**config.mk**
```make
export PLATFORM = sky130hd
export DESIGN_NAME = demux64_1x2_stream_flat
export DESIGN_NICKNAME = d
export VERILOG_FILES = /design/src/rtl/demux64_1x2_stream_if.sv /design/src/rtl/demux64_1x2_stream.sv /design/src/flat_wrapper.sv
export SDC_FILE = /design/constraint.sdc
export NUM_CORES = 1
export LEC_CHECK = 0
export ABC_AREA = 1
export ABC_CLOCK_PERIOD_IN_PS = 4000
export CORE_AREA = 2 2 130 132
export CTS_CLUSTER_DIAMETER = 100
export DETAILED_ROUTE_END_ITERATION = 16
export DIE_AREA = 0 0 132 134
export DONT_BUFFER_PORTS = 1
export GPL_ROUTABILITY_DRIVEN = 0
export SETUP_SLACK_MARGIN = 0.15
export SYNTH_ARGS = -nofsm -noshare
export SYNTH_HDL_FRONTEND = slang
export SYNTH_SLANG_ARGS = --single-unit
```
**constraint.sdc**
```tcl
create_clock -name i_clk -period 4 [get_ports i_clk]
set_clock_uncertainty 0.1 [all_clocks]
set_input_delay 0.4 -clock i_clk [delete_from_list [all_inputs] [get_ports i_clk]]
set_output_delay 0.4 -clock i_clk [all_outputs]
set_load 0.05 [all_outputs]
```
**src/rtl/demux64_1x2_stream_if.sv**
```systemverilog
// Valid/ready stream bundle used for the demux input and both output channels.
// sel carries the destination on the input side; output channels tie it to their index.
interface demux64_1x2_stream_if #(
  parameter int unsigned DATA_W = 64
);
  logic [DATA_W-1:0] data;
  logic              sel;
  logic              valid;
  logic              ready;

  modport master (output data, output sel, output valid, input ready);
  modport slave  (input data, input sel, input valid, output ready);
endinterface

```
**src/rtl/demux64_1x2_stream.sv**
```systemverilog
// Registered 1-to-2 valid/ready stream demultiplexer with a one-entry register per channel.
// Optional per-channel delivery counters are built only when DEMUX_COUNT_EN is defined.
module demux64_1x2_stream #(
  parameter int unsigned DATA_W  = 64,
  parameter int unsigned COUNT_W = 16
) (
  input  logic                      i_clk,
  input  logic                      i_rst_n,
  demux64_1x2_stream_if.slave       i_in,
  demux64_1x2_stream_if.master      o_out0,
  demux64_1x2_stream_if.master      o_out1,
  output logic [COUNT_W-1:0]        o_cnt0,
  output logic [COUNT_W-1:0]        o_cnt1
);

  typedef enum logic {ST_EMPTY = 1'b0, ST_FULL = 1'b1} state_e;

  state_e            r_state     [2];
  state_e            w_state_nxt [2];
  logic [DATA_W-1:0] r_data      [2];
  logic [1:0]        w_out_ready;
  logic [1:0]        w_full;
  logic [1:0]        w_accept;
  logic [1:0]        w_deliver;
  logic [1:0]        w_load;
  logic              w_in_ready_c;

  assign w_out_ready = {o_out1.ready, o_out0.ready};

  // Ready looks only at the channel the current word is headed for.
  assign w_in_ready_c = i_rst_n && (!w_full[i_in.sel] || w_out_ready[i_in.sel]);
  assign i_in.ready   = w_in_ready_c;

  always_comb begin
    w_full    = '0;
    w_accept  = '0;
    w_deliver = '0;
    for (int n = 0; n < 2; n++) begin
      w_full[n]    = (r_state[n] == ST_FULL);
      w_accept[n]  = i_in.valid && w_in_ready_c && (i_in.sel == 1'(n));
      w_deliver[n] = w_full[n] && w_out_ready[n];
    end
  end

  // State register: channel occupancy and held word.
  always_ff @(posedge i_clk) begin
    if (!i_rst_n) begin
      for (int n = 0; n < 2; n++) begin
        r_state[n] <= ST_EMPTY;
        r_data[n]  <= '0;
      end
    end else begin
      for (int n = 0; n < 2; n++) begin
        r_state[n] <= w_state_nxt[n];
        if (w_load[n]) r_data[n] <= i_in.data;
      end
    end
  end

  // Next state: a delivery with a same-cycle refill stays FULL.
  always_comb begin
    for (int n = 0; n < 2; n++) begin
      w_state_nxt[n] = r_state[n];
      case (r_state[n])
        ST_EMPTY: if (w_accept[n])                  w_state_nxt[n] = ST_FULL;
        ST_FULL:  if (w_deliver[n] && !w_accept[n]) w_state_nxt[n] = ST_EMPTY;
        default:                                    w_state_nxt[n] = ST_EMPTY;
      endcase
    end
  end

  // Output decode: data register loads on every accept into that channel.
  always_comb begin
    w_load = '0;
    for (int n = 0; n < 2; n++) begin
      w_load[n] = w_accept[n];
    end
  end

  assign o_out0.data  = r_data[0];
  assign o_out0.valid = w_full[0];
  assign o_out0.sel   = 1'b0;
  assign o_out1.data  = r_data[1];
  assign o_out1.valid = w_full[1];
  assign o_out1.sel   = 1'b1;

`ifdef DEMUX_COUNT_EN
  logic [COUNT_W-1:0] r_cnt [2];

  // Delivery counters wrap naturally at 2**COUNT_W.
  always_ff @(posedge i_clk) begin
    if (!i_rst_n) begin
      for (int n = 0; n < 2; n++) r_cnt[n] <= '0;
    end else begin
      for (int n = 0; n < 2; n++) begin
        if (w_deliver[n]) r_cnt[n] <= r_cnt[n] + COUNT_W'(1);
      end
    end
  end

  assign o_cnt0 = r_cnt[0];
  assign o_cnt1 = r_cnt[1];
`else
  assign o_cnt0 = '0;
  assign o_cnt1 = '0;
`endif

endmodule

```
**src/flat_wrapper.sv**
```systemverilog
// flat-port wrapper written by rule: the top's interface ports become plain ports
module demux64_1x2_stream_flat 
#(
  parameter int unsigned DATA_W  = 64,
  parameter int unsigned COUNT_W = 16
)
  (i_clk, i_rst_n, o_cnt0, o_cnt1, i_in_data, i_in_sel, i_in_valid, i_in_ready, o_out0_data, o_out0_sel, o_out0_valid, o_out0_ready, o_out1_data, o_out1_sel, o_out1_valid, o_out1_ready);
  demux64_1x2_stream_if #(.DATA_W(DATA_W)) i_in_i ();
  demux64_1x2_stream_if #(.DATA_W(DATA_W)) o_out0_i ();
  demux64_1x2_stream_if #(.DATA_W(DATA_W)) o_out1_i ();
  input  logic i_clk;
  input  logic i_rst_n;
  output logic [COUNT_W-1:0] o_cnt0;
  output logic [COUNT_W-1:0] o_cnt1;
  input wire logic [$bits(i_in_i.data)-1:0] i_in_data;
  input wire logic [$bits(i_in_i.sel)-1:0] i_in_sel;
  input wire logic [$bits(i_in_i.valid)-1:0] i_in_valid;
  output wire logic [$bits(i_in_i.ready)-1:0] i_in_ready;
  output wire logic [$bits(o_out0_i.data)-1:0] o_out0_data;
  output wire logic [$bits(o_out0_i.sel)-1:0] o_out0_sel;
  output wire logic [$bits(o_out0_i.valid)-1:0] o_out0_valid;
  input wire logic [$bits(o_out0_i.ready)-1:0] o_out0_ready;
  output wire logic [$bits(o_out1_i.data)-1:0] o_out1_data;
  output wire logic [$bits(o_out1_i.sel)-1:0] o_out1_sel;
  output wire logic [$bits(o_out1_i.valid)-1:0] o_out1_valid;
  input wire logic [$bits(o_out1_i.ready)-1:0] o_out1_ready;
  assign i_in_i.data = i_in_data;
  assign i_in_i.sel = i_in_sel;
  assign i_in_i.valid = i_in_valid;
  assign i_in_ready = i_in_i.ready;
  assign o_out0_data = o_out0_i.data;
  assign o_out0_sel = o_out0_i.sel;
  assign o_out0_valid = o_out0_i.valid;
  assign o_out0_i.ready = o_out0_ready;
  assign o_out1_data = o_out1_i.data;
  assign o_out1_sel = o_out1_i.sel;
  assign o_out1_valid = o_out1_i.valid;
  assign o_out1_i.ready = o_out1_ready;
  demux64_1x2_stream #(.DATA_W(DATA_W), .COUNT_W(COUNT_W)) u_core (.i_clk(i_clk), .i_rst_n(i_rst_n), .i_in(i_in_i), .o_out0(o_out0_i), .o_out1(o_out1_i), .o_cnt0(o_cnt0), .o_cnt1(o_cnt1));
endmodule
```
==> results of run 1 <==
[power groups by stage]
| stage | registers, W | logic [W] | clock network (W) |
|---|---|---|---|
| 2_1_floorplan | 0.00199 | 0.000166 | 0 |
| 3_5_place_dp | 0.00201 | 0.000163 | 0 |
| 5_1_grt | 0.00199 | 0.000175 | 0.00151 |
| 4_1_cts | 0.00198 | 0.000163 | 0.00144 |
| 3_3_place_gp | 0.00201 | 0.000157 | 0 |
| 6_report | 0.00198 | 0.000160 | 0.00141 |
[placed cells by master, fill, tap and decap left out, drive strengths merged]
cell type	instances
nand3	3
edfxtp	128
nor2	66
clkinvlp	5
clkinv	5
a21oi	2
inv	70
conb	34
dfxtp	2
nand2	6
clkbuf	19
bufinv	1
[worst register-to-register path: cells and delay by family, from the launching register on]
kind,cells,cell delay (ps)
DFF,1,480
and+or+nand+nor,5,1550
[final timing paths]
path | from | to | slack [ps] | cells after the start
setup / recovery | u_core.r_state[0][0]$_SDFF_PN0_ | u_core.r_data[0][109]$_DFFE_PP_ | 1410 | 5
hold / removal | i_rst_n | u_core.r_state[0][0]$_SDFF_PN0_ | 30 | 2
setup reg to reg | u_core.r_state[0][0]$_SDFF_PN0_ | u_core.r_data[0][109]$_DFFE_PP_ | 1410 | 5
hold reg to reg | u_core.r_state[0][1]$_SDFF_PN0_ | u_core.r_state[0][1]$_SDFF_PN0_ | 670 | 2
[layer usage]
layer | track usage | part of all wire
met5 | 0 | 0
met4 | 0.0851 | 0.048
met2 | 0.174 | 0.51
met1 | 0.100 | 0.36
met3 | 0.0454 | 0.077
[cells in the mapped netlist]
master	count
nor2_1	55
edfxtp_1	128
dfxtp_1	2
conb_1	2
buf_6	6
nand2_4	1
buf_4	34
nor2_4	1
nand3_1	3
nor2_2	10
inv_1	68
a21oi_1	2
nand2_1	5
[final cells by class]
cell class,count,area [um^2],share of cell area
Inverter,68,255,0.0469
Clock buffer,19,433,0.0796
Clock inverter,13,113,0.0207
Multi-Input combinational cell,111,478,0.0879
Tap cell,220,275,0.0506
Sequential cell,130,3880,0.714
[logic make-up after synthesis]
logic type | after synthesis | synth area share
other cells | 2 | 0.00156
compound gates | 2 | 0.00208
simple gates | 75 | 0.0677
flops | 130 | 0.808
buf+inv | 108 | 0.120
[through the flow]
step	total power (W)	hold WS [ps]	cells
6_report	0.00355	33.4	561
5_1_grt	0.00367	31.8	561
4_1_cts	0.00359	11.1	561
3_5_place_dp	0.00217	461	529
3_3_place_gp	0.00217	438	529
2_1_floorplan	0.00216	432	349
[registers in the layout (all words and copies together) (netlist names)]
signal	count
u_core.r_data	128
u_core.r_state	2
==> results.txt, run 1 <==
----------------------------------------------------
[Run status]
  Run status ... complete, no violations

[Placed design]
  Post-Place Setup Slack ... roughly 1400 ps
  DP HPWL ... between 5 and 6 mm
  Dpl cell area ... about 4900 um^2
  Port Buffers ... 0

[Setup path]
  Ordered cell list for the critical path ... nand2_1, nor2_1, nor2_4, nand3_1, nand2_4
  Category of the worst setup path launch point ... register
  Required @ worst endpoint ... ~3900 ps
  Maximum single-stage delay on the critical path ... roughly 700 ps
  Crit end category ... register
  Buffers and inverters on the worst path ... 0
  Crit path kind ... register to register
  Slowest stage cell, crit path ... nand2_4
  Arrival @ worst endpoint ... 2530 ps
  CP top delay family ... simple AND/OR/NAND/NOR gates
  Maximum fanout encountered on the critical timing path ... 64

[STA]
  Setup slack after layout ... between 1000 and 1500 ps
  Maximum achievable frequency ... approximately 390 MHz
  Min Tclk post-route ... ~2600 ps
  RSZ-0062 raised after global routing ... no
  Number of endpoints failing setup at the final stage ... 0
  Max-slew violations ... 0
  Share of the clock period used by the worst path after layout ... 0.647
  Final-report hold violation count ... 0
  Final TNS setup ... 0 ps
  Transition at the pin with the smallest max-transition slack ... around 940 ps
  Worst max-slew margin expressed relative to the limit ... 0.377

[Drt]
  Via total after detailed routing ... 2,245
  Final routed wire length divided by cell count ... 16.4 um
  Avg Vias per Cell ... about 4.0
  ANT nets after route ... 0
  Number of detailed-routing iterations run before antenna repair ... 4
  Post-detailed-routing wire length ... roughly 9.2 mm
  DRC violation count after routing ... 0
  Drt initial violations ... between 70 and 80

[CTS]
  CTS Hold Bufs ... 0
  TritonCTS clock tree ... yes
  Clock insertion delay at the later pin of the skew report ... just over 400 ps
  Cell chosen for the clock root ... clkbuf_16
  CTS buffer count ... 17
  H-tree levels ... 4
  PostCTS Resize Cnt ... 0
  Buffers from clock root to sink, at most ... 2
  Clock edge transition at the registers on the reported setup and hold paths ... approximately 60 ps
  Buffers inserted during post-CTS setup optimization ... 0
  Number of sinks on the clock net ... 130

[Final layout]
  Fill cell count ... roughly 1,600
  Antenna diode count ... 0
  Layout cell share with drive strength beyond 1 ... 0.126
  Area growth from synthesis to layout ... 13.2%
  Layout Nets ... slightly below 400
  Core Util, Final ... 0.334
  Finished Cell Area ... 5440 um^2

[Synthesis]
  Cell types with the largest area share after synthesis ... edfxtp_1, buf_4, inv_1
  Avg Inst Size Synth ... about 15 um^2
  Count of state elements after synthesis ... between 100 and 150
  Post-synthesis cell type count ... 13
  Warning count from the yosys run ... 0
  Seq/Total Area, Yosys ... 0.808
  Synthesized netlist cell count ... around 320
  Top-area cell type share of the netlist area ... 0.800
  Cell type with the largest total area after synthesis ... edfxtp_1
  Synthesized area ... 4800 um^2

[Power]
  Total leakage power ... approximately 2.2 nW
  Share of power burned in combinational logic ... 0.045
  Max rail drop VDD ... approximately 0.00028 V
  Sw frac ... 0.300
  Proportion of power drawn by flip-flops and latches ... 0.558
  Clock network fraction of design power ... 0.397
  Reported net switching power ... approximately 0.0011 W
  Internal portion of total power ... between 0.002 and 0.0025 W
  Power density over the cells ... between 600 and 700 nW/um^2

[GRT]
  Pin count of the biggest net entering global routing ... 65
  Via count of the first global-routing pass ... between 2,000 and 2,500
  First-pass GRT wire length ... around 13 mm
  Grt total ovfl ... 0
  Antenna violations before repair ... 0
  All-layer global routing usage ... 0.104

[Die]
  Initial core utilization ... 0.295
  Die Y ... roughly 130 um
  Core area ... ~16,000 um^2
  Top Ports ... between 200 and 250
  Row Count ... 47
  Horizontal die dimension ... between 100 and 150 um
  Die area ... approximately 18,000 um^2

[Run]
  Max-cap check violation count ... 0

[Min path]
  Type of the tightest min-delay check ... input port to register

----------------------------------------------------
(Power assumes the default switching activity.)
==> run 2, diff against run 1 <==
ABC_CLOCK_PERIOD_IN_PS = 2100   (was 4000)
clock period = 2.1 ns   (was 4 ns; I/O delays follow)
==> run 2 against run 1 <==
  * First-iteration DRC count rose by 58%
  * Largest power group unchanged
  * Critical path type unchanged
  * Clock power rose by 94%
  * Worst setup slack worse by 1200 ps
  * Routed wire length up 8.1%
  * Count of clock-buffer cells in the layout grew 2
  * Via count up 11%
  * Core utilization is 5.2 points higher
  * Die area is the same
  * Fmax rose by 40%
==> results.txt, run 2 (synthesized netlist as in run 1, its figures left out) <==
----------------------------------------------------
[GRT]
  Global routing usage on met3 ... 0.0427
  All-layer global routing usage ... 0.114
  First-pass GRT wire length ... around 15 mm
  Antenna violations before repair ... 0
  Routing usage on met2 ... 0.196
  Layer with the highest usage after global routing ... met2
  Met1 track demand over resource in global routing ... 0.117
  Via count of the first global-routing pass ... ~2,600
  Pin count of the biggest net entering global routing ... 40
  Grt total ovfl ... 0

[Placed design]
  # placed instances ... ~540
  Port Buffers ... 0
  DP HPWL ... 6.63 mm
  Dpl cell area ... roughly 5000 um^2

[STA]
  Max-slew violations ... 0
  Share of the clock period used by the worst path after layout ... 0.881
  Min Tclk post-route ... between 1500 and 2000 ps
  Final-report hold violation count ... 0
  Final TNS setup ... 0 ps
  Worst max-slew margin expressed relative to the limit ... 0.654
  RSZ-0062 raised after global routing ... yes
  Transition at the pin with the smallest max-transition slack ... around 520 ps
  Number of endpoints failing setup at the final stage ... 0
  Maximum achievable frequency ... between 500 and 600 MHz

[CTS]
  Buffers inserted during post-CTS setup optimization ... 0
  TritonCTS clock tree ... yes
  H-tree levels ... 4
  Buffers from clock root to sink, at most ... 2
  Number of sinks on the clock net ... between 100 and 150
  Clock insertion delay at the later pin of the skew report ... between 400 and 500 ps
  CTS buffer count ... 17
  Clock edge transition at the registers on the reported setup and hold paths ... 50 ps
  Cell chosen for the clock root ... clkbuf_16

[Setup path]
  Worst Setup SP ... u_core.r_state[0][1]$_SDFF_PN0_
  Category of the worst setup path launch point ... register
  R2R Path Start ... u_core.r_state[0][1]$_SDFF_PN0_
  Crit end category ... register
  Crit path kind ... register to register
  Arrival @ worst endpoint ... between 1500 and 2000 ps
  Minimum setup slack among reg-to-reg paths ... 250 ps
  Required @ worst endpoint ... approximately 2100 ps
  Maximum fanout encountered on the critical timing path ... 26

[Min path]
  Type of the tightest min-delay check ... input port to register
  Startpoint of the lowest-slack hold path ... i_rst_n

[Run]
  Max-cap check violation count ... 0

[Die]
  Row Count ... between 40 and 50
  Initial core utilization ... 0.295
  Core area ... 16,300 um^2
  Die area ... 17,700 um^2
  Top Ports ... 235
  Die Y ... roughly 130 um
  Horizontal die dimension ... 132 um

[Final layout]
  Area growth from synthesis to layout ... 30.8%
  Finished Cell Area ... 6280 um^2
  Layout Nets ... between 400 and 500
  Layout cell share with drive strength beyond 1 ... 0.127
  Commonest cells after routing, fill and taps aside ... edfxtp_1, inv_1, dlygate4sd3_1
  Number of non-filler instances in the completed layout ... roughly 640
  Register with the highest flop count ... u_core.r_data
  Antenna diode count ... 0
  Largest register FFs ... between 100 and 150
  Registers with the highest flip-flop counts ... u_core.r_data: 128 flops, u_core.r_state: 2 flops
  Leading cell type in the layout, fill and taps excluded ... edfxtp_1
  Core Util, Final ... 0.386

[Drt]
  DRC violation count after routing ... 0
  Post-detailed-routing wire length ... ~10 mm
  Drt initial violations ... between 100 and 150
  Avg Vias per Cell ... ~4
  Number of detailed-routing iterations run before antenna repair ... 4
  Final routed wire length divided by cell count ... about 16 um
  ANT nets after route ... 0
  Via total after detailed routing ... around 2,500

[Power]
  Power density over the cells ... around 1100 nW/um^2
  Total leakage power ... ~2.6 nW
  Max rail drop VDD ... roughly 0.00052 V
  Tot Pwr ... around 0.007 W

[Run status]
  Run status ... complete, no violations

----------------------------------------------------
run 2: repair_timing:
item / CTS / global route
endpoints found under the setup margin: 0 / 2
hold endpoints to repair: 143 / 0
resized for setup: 0 / 1
hold buffers: 68 / 0
run 2: through the flow:
| stage | setup slack, ps | hold slack, ps |
|---|---|---|
| 3_3_place_gp | 286 | 246 |
| 2_1_floorplan | 142 | 234 |
| 5_1_grt | 128 | 9.42 |
| 3_5_place_dp | 261 | 251 |
| 6_report | 250 | 18.2 |
| 4_1_cts | 239 | 2.31 |
run 2: cell type report:
cell class,count,area [um^2]
Multi-Input combinational cell,111,509
Timing Repair Buffer,76,803
Inverter,68,255
Tap cell,220,275
Clock buffer,21,440
Clock inverter,10,113
Fill cell,1527,10000
Sequential cell,130,3890
run 2: path summary, 6_finish.rpt:
kind                                      to  depth (start not counted)
max reg2reg   u_core.r_data[0][37]$_DFFE_PP_                          6
min           u_core.r_data[0][28]$_DFFE_PP_                          1
max           u_core.r_data[0][37]$_DFFE_PP_                          6
min reg2reg  u_core.r_state[0][0]$_SDFF_PN0_                          3
run 2: critical path, stage by stage (launching register included):
cell     delay [ps]
dfxtp_2         410
nand3_1         120
nand2_1          80
nor2_4          190
nand3_2         170
nand2_8         230
buf_12          220
run 2: power breakdown:
group          switching [W]  leakage (nW)  total (W)  internal, W
clock network        0.00101         0.268    0.00274      0.00173
logic               0.000307         0.996   0.000445     0.000138
registers           0.000698          1.35    0.00377      0.00307
total                0.00202          2.61    0.00696      0.00494
run 2: layer usage:
layer | part of all wire | vias to the layer above
met1 | 0.37 | 1166
met4 | 0.035 | 0
met2 | 0.52 | 170
met3 | 0.076 | 23
met5 | 0 | -
li1 | - | 1136
==> run 3, diff against run 2 <==
HOLD_SLACK_MARGIN = 0.06   (was unset)
SKIP_CTS_REPAIR_TIMING = 1   (was unset)
==> run 3 against run 2 <==
  * Power hardly changed
  * Combinational power up 1%
  * Core utilization increased by 0.10 points
  * Routed wire length shrank 0.26%
  * Fmax rose by 0.76%
  * Count of clock-buffer cells in the layout stayed put
  * Sequential share of layout area shrank 0.16 points
  * Via count shrank 0.44%
  * Critical path depth unchanged
  * Worst setup slack better by 14 ps
  * Global-route usage is 0.81 points lower
  * Worst hold slack improved by 78 ps
  * Largest power group unchanged
==> results.txt, run 3 (synthesized netlist as in run 1, its figures left out) <==
----------------------------------------------------
[STA]
  Setup slack after layout ... roughly 260 ps
  Share of the clock period used by the worst path after layout ... 0.874
  Worst max-slew margin expressed relative to the limit ... 0.652
  Min Tclk post-route ... between 1500 and 2000 ps
  Final worst hold slack ... 96.3 ps
  Maximum achievable frequency ... 545 MHz
  RSZ-0062 raised after global routing ... no
  Final TNS setup ... 0 ps
  Max-slew violations ... 0
  Final-report hold violation count ... 0
  Number of endpoints failing setup at the final stage ... 0
  Transition at the pin with the smallest max-transition slack ... approximately 520 ps

[Final layout]
  Largest register FFs ... ~130
  Number of non-filler instances in the completed layout ... approximately 640
  Leading cell type in the layout, fill and taps excluded ... edfxtp_1
  Register with the highest flop count ... u_core.r_data
  Layout cell share with drive strength beyond 1 ... 0.124
  Layout Nets ... 476
  Commonest cells after routing, fill and taps aside ... edfxtp_1, dlygate4sd3_1, inv_1
  Fill cell count ... roughly 1,500
  Registers with the highest flip-flop counts ... u_core.r_data: 128 flops, u_core.r_state: 2 flops
  Core Util, Final ... 0.387
  Antenna diode count ... 0
  Area growth from synthesis to layout ... 31.1%

[Drt]
  DRC violation count after routing ... 0
  Via total after detailed routing ... 2,484
  Final routed wire length divided by cell count ... 15.6 um
  ANT nets after route ... 0
  Post-detailed-routing wire length ... between 9 and 10 mm
  Drt initial violations ... 118
  Number of detailed-routing iterations run before antenna repair ... 4
  Avg Vias per Cell ... between 3 and 4

[GRT]
  Pin count of the biggest net entering global routing ... 40
  First-pass GRT wire length ... around 14 mm
  Antenna violations before repair ... 0
  All-layer global routing usage ... 0.106
  Grt total ovfl ... 0
  Via count of the first global-routing pass ... between 2,000 and 2,500

[Run]
  Max-cap check violation count ... 0

[Placed design]
  # placed instances ... 537
  DP HPWL ... about 6.6 mm
  Port Buffers ... 0
  Post-Place Setup Slack ... between 200 and 300 ps

[Setup path]
  Category of the worst setup path launch point ... register
  R2R Path Start ... u_core.r_state[0][1]$_SDFF_PN0_
  Crit path kind ... register to register
  Capture point of the worst path ... u_core.r_data[0][37]$_DFFE_PP_
  Minimum setup slack among reg-to-reg paths ... around 260 ps
  Worst Setup SP ... u_core.r_state[0][1]$_SDFF_PN0_
  Arrival @ worst endpoint ... roughly 1900 ps
  Crit end category ... register
  Maximum fanout encountered on the critical timing path ... 26
  Required @ worst endpoint ... approximately 2100 ps
  FF-to-FF path depth ... 6
  Reg-to-Reg End ... u_core.r_data[0][37]$_DFFE_PP_

[Power]
  Total leakage power ... approximately 2.6 nW
  Power density over the cells ... 1110 nW/um^2
  Max rail drop VDD ... about 0.00053 V

[CTS]
  Number of sinks on the clock net ... between 100 and 150
  Cell chosen for the clock root ... clkbuf_16
  CTS buffer count ... 17
  TritonCTS clock tree ... yes
  Clock edge transition at the registers on the reported setup and hold paths ... about 60 ps
  Buffers from clock root to sink, at most ... 2
  Clock insertion delay at the later pin of the skew report ... just over 400 ps
  H-tree levels ... 4

[Die]
  Initial core utilization ... 0.295
  Core area ... 16,300 um^2
  Horizontal die dimension ... 132 um
  Die area ... 17,700 um^2
  Die Y ... between 100 and 150 um
  Top Ports ... between 200 and 250
  Row Count ... 47

[Min path]
  Type of the tightest min-delay check ... input port to register

[Run status]
  Run status ... complete, no violations

----------------------------------------------------
-- run 3: cell types whose count changed in the layout (fill, tap and decap cells not counted), sizes merged --
cell / previous run / this run
dlygate4sd3: 68 / 70
-- run 3: final cells by class --
class                           instances  area, um^2  share of cell area
Clock buffer                           21         440              0.0699
Clock inverter                         10         113              0.0179
Inverter                               68         255              0.0405
Multi-Input combinational cell        111         505              0.0803
Sequential cell                       130        3890               0.617
Tap cell                              220         275              0.0437
Timing Repair Buffer                   78         823               0.131
-- run 3: layer usage --
layer | up-vias | wire length (um) | GRT usage
li1 | 1141 | - | -
met1 | 1167 | 3730 | 0.109
met2 | 160 | 5220 | 0.178
met3 | 16 | 734 | 0.0465
met4 | 0 | 257 | 0.0688
met5 | - | 0 | 0
-- run 3: worst max-delay path, stage by stage, from the launching register on --
cell and delay (ps):
dfxtp_2 410, nand3_1 120, nand2_1 80, nor2_4 190, nand3_2 160, nand2_8 230, buf_12 220
-- run 3: report_power, final --
group,leakage (nW),total (W),internal [W],switching [W]
Sequential,1.35,0.00377,0.00307,0.000698
Clock,0.268,0.00274,0.00173,0.00101
Combinational,1.00,0.000450,0.000141,0.000309
Total,2.62,0.00696,0.00495,0.00201
-- run 3: worst min path at each step --
| stage | startpoint | end | slack (ps) | cells after the start |
|---|---|---|---|---|
| 3_5_place_dp | i_rst_n | u_core.r_state[0][1]$_SDFF_PN0_ | 250 | 2 |
| 5_1_grt | i_rst_n | u_core.r_state[0][1]$_SDFF_PN0_ | 100 | 4 |
| 6_report | i_rst_n | u_core.r_state[0][1]$_SDFF_PN0_ | 100 | 4 |
| 4_1_cts | i_rst_n | u_core.r_state[0][0]$_SDFF_PN0_ | -190 | 2 |
| 3_3_place_gp | i_rst_n | u_core.r_state[0][0]$_SDFF_PN0_ | 250 | 2 |
| 2_1_floorplan | i_rst_n | u_core.r_state[0][0]$_SDFF_PN0_ | 230 | 2 |
-- run 3: metrics by stage --
stage / total power (W) / cell area, um^2
floorplan: 0.00411 / 4970
global placement: 0.00416 / 5040
detailed placement: 0.00417 / 5040
CTS: 0.00693 / 5600
global route: 0.00719 / 6300
finish: 0.00696 / 6300
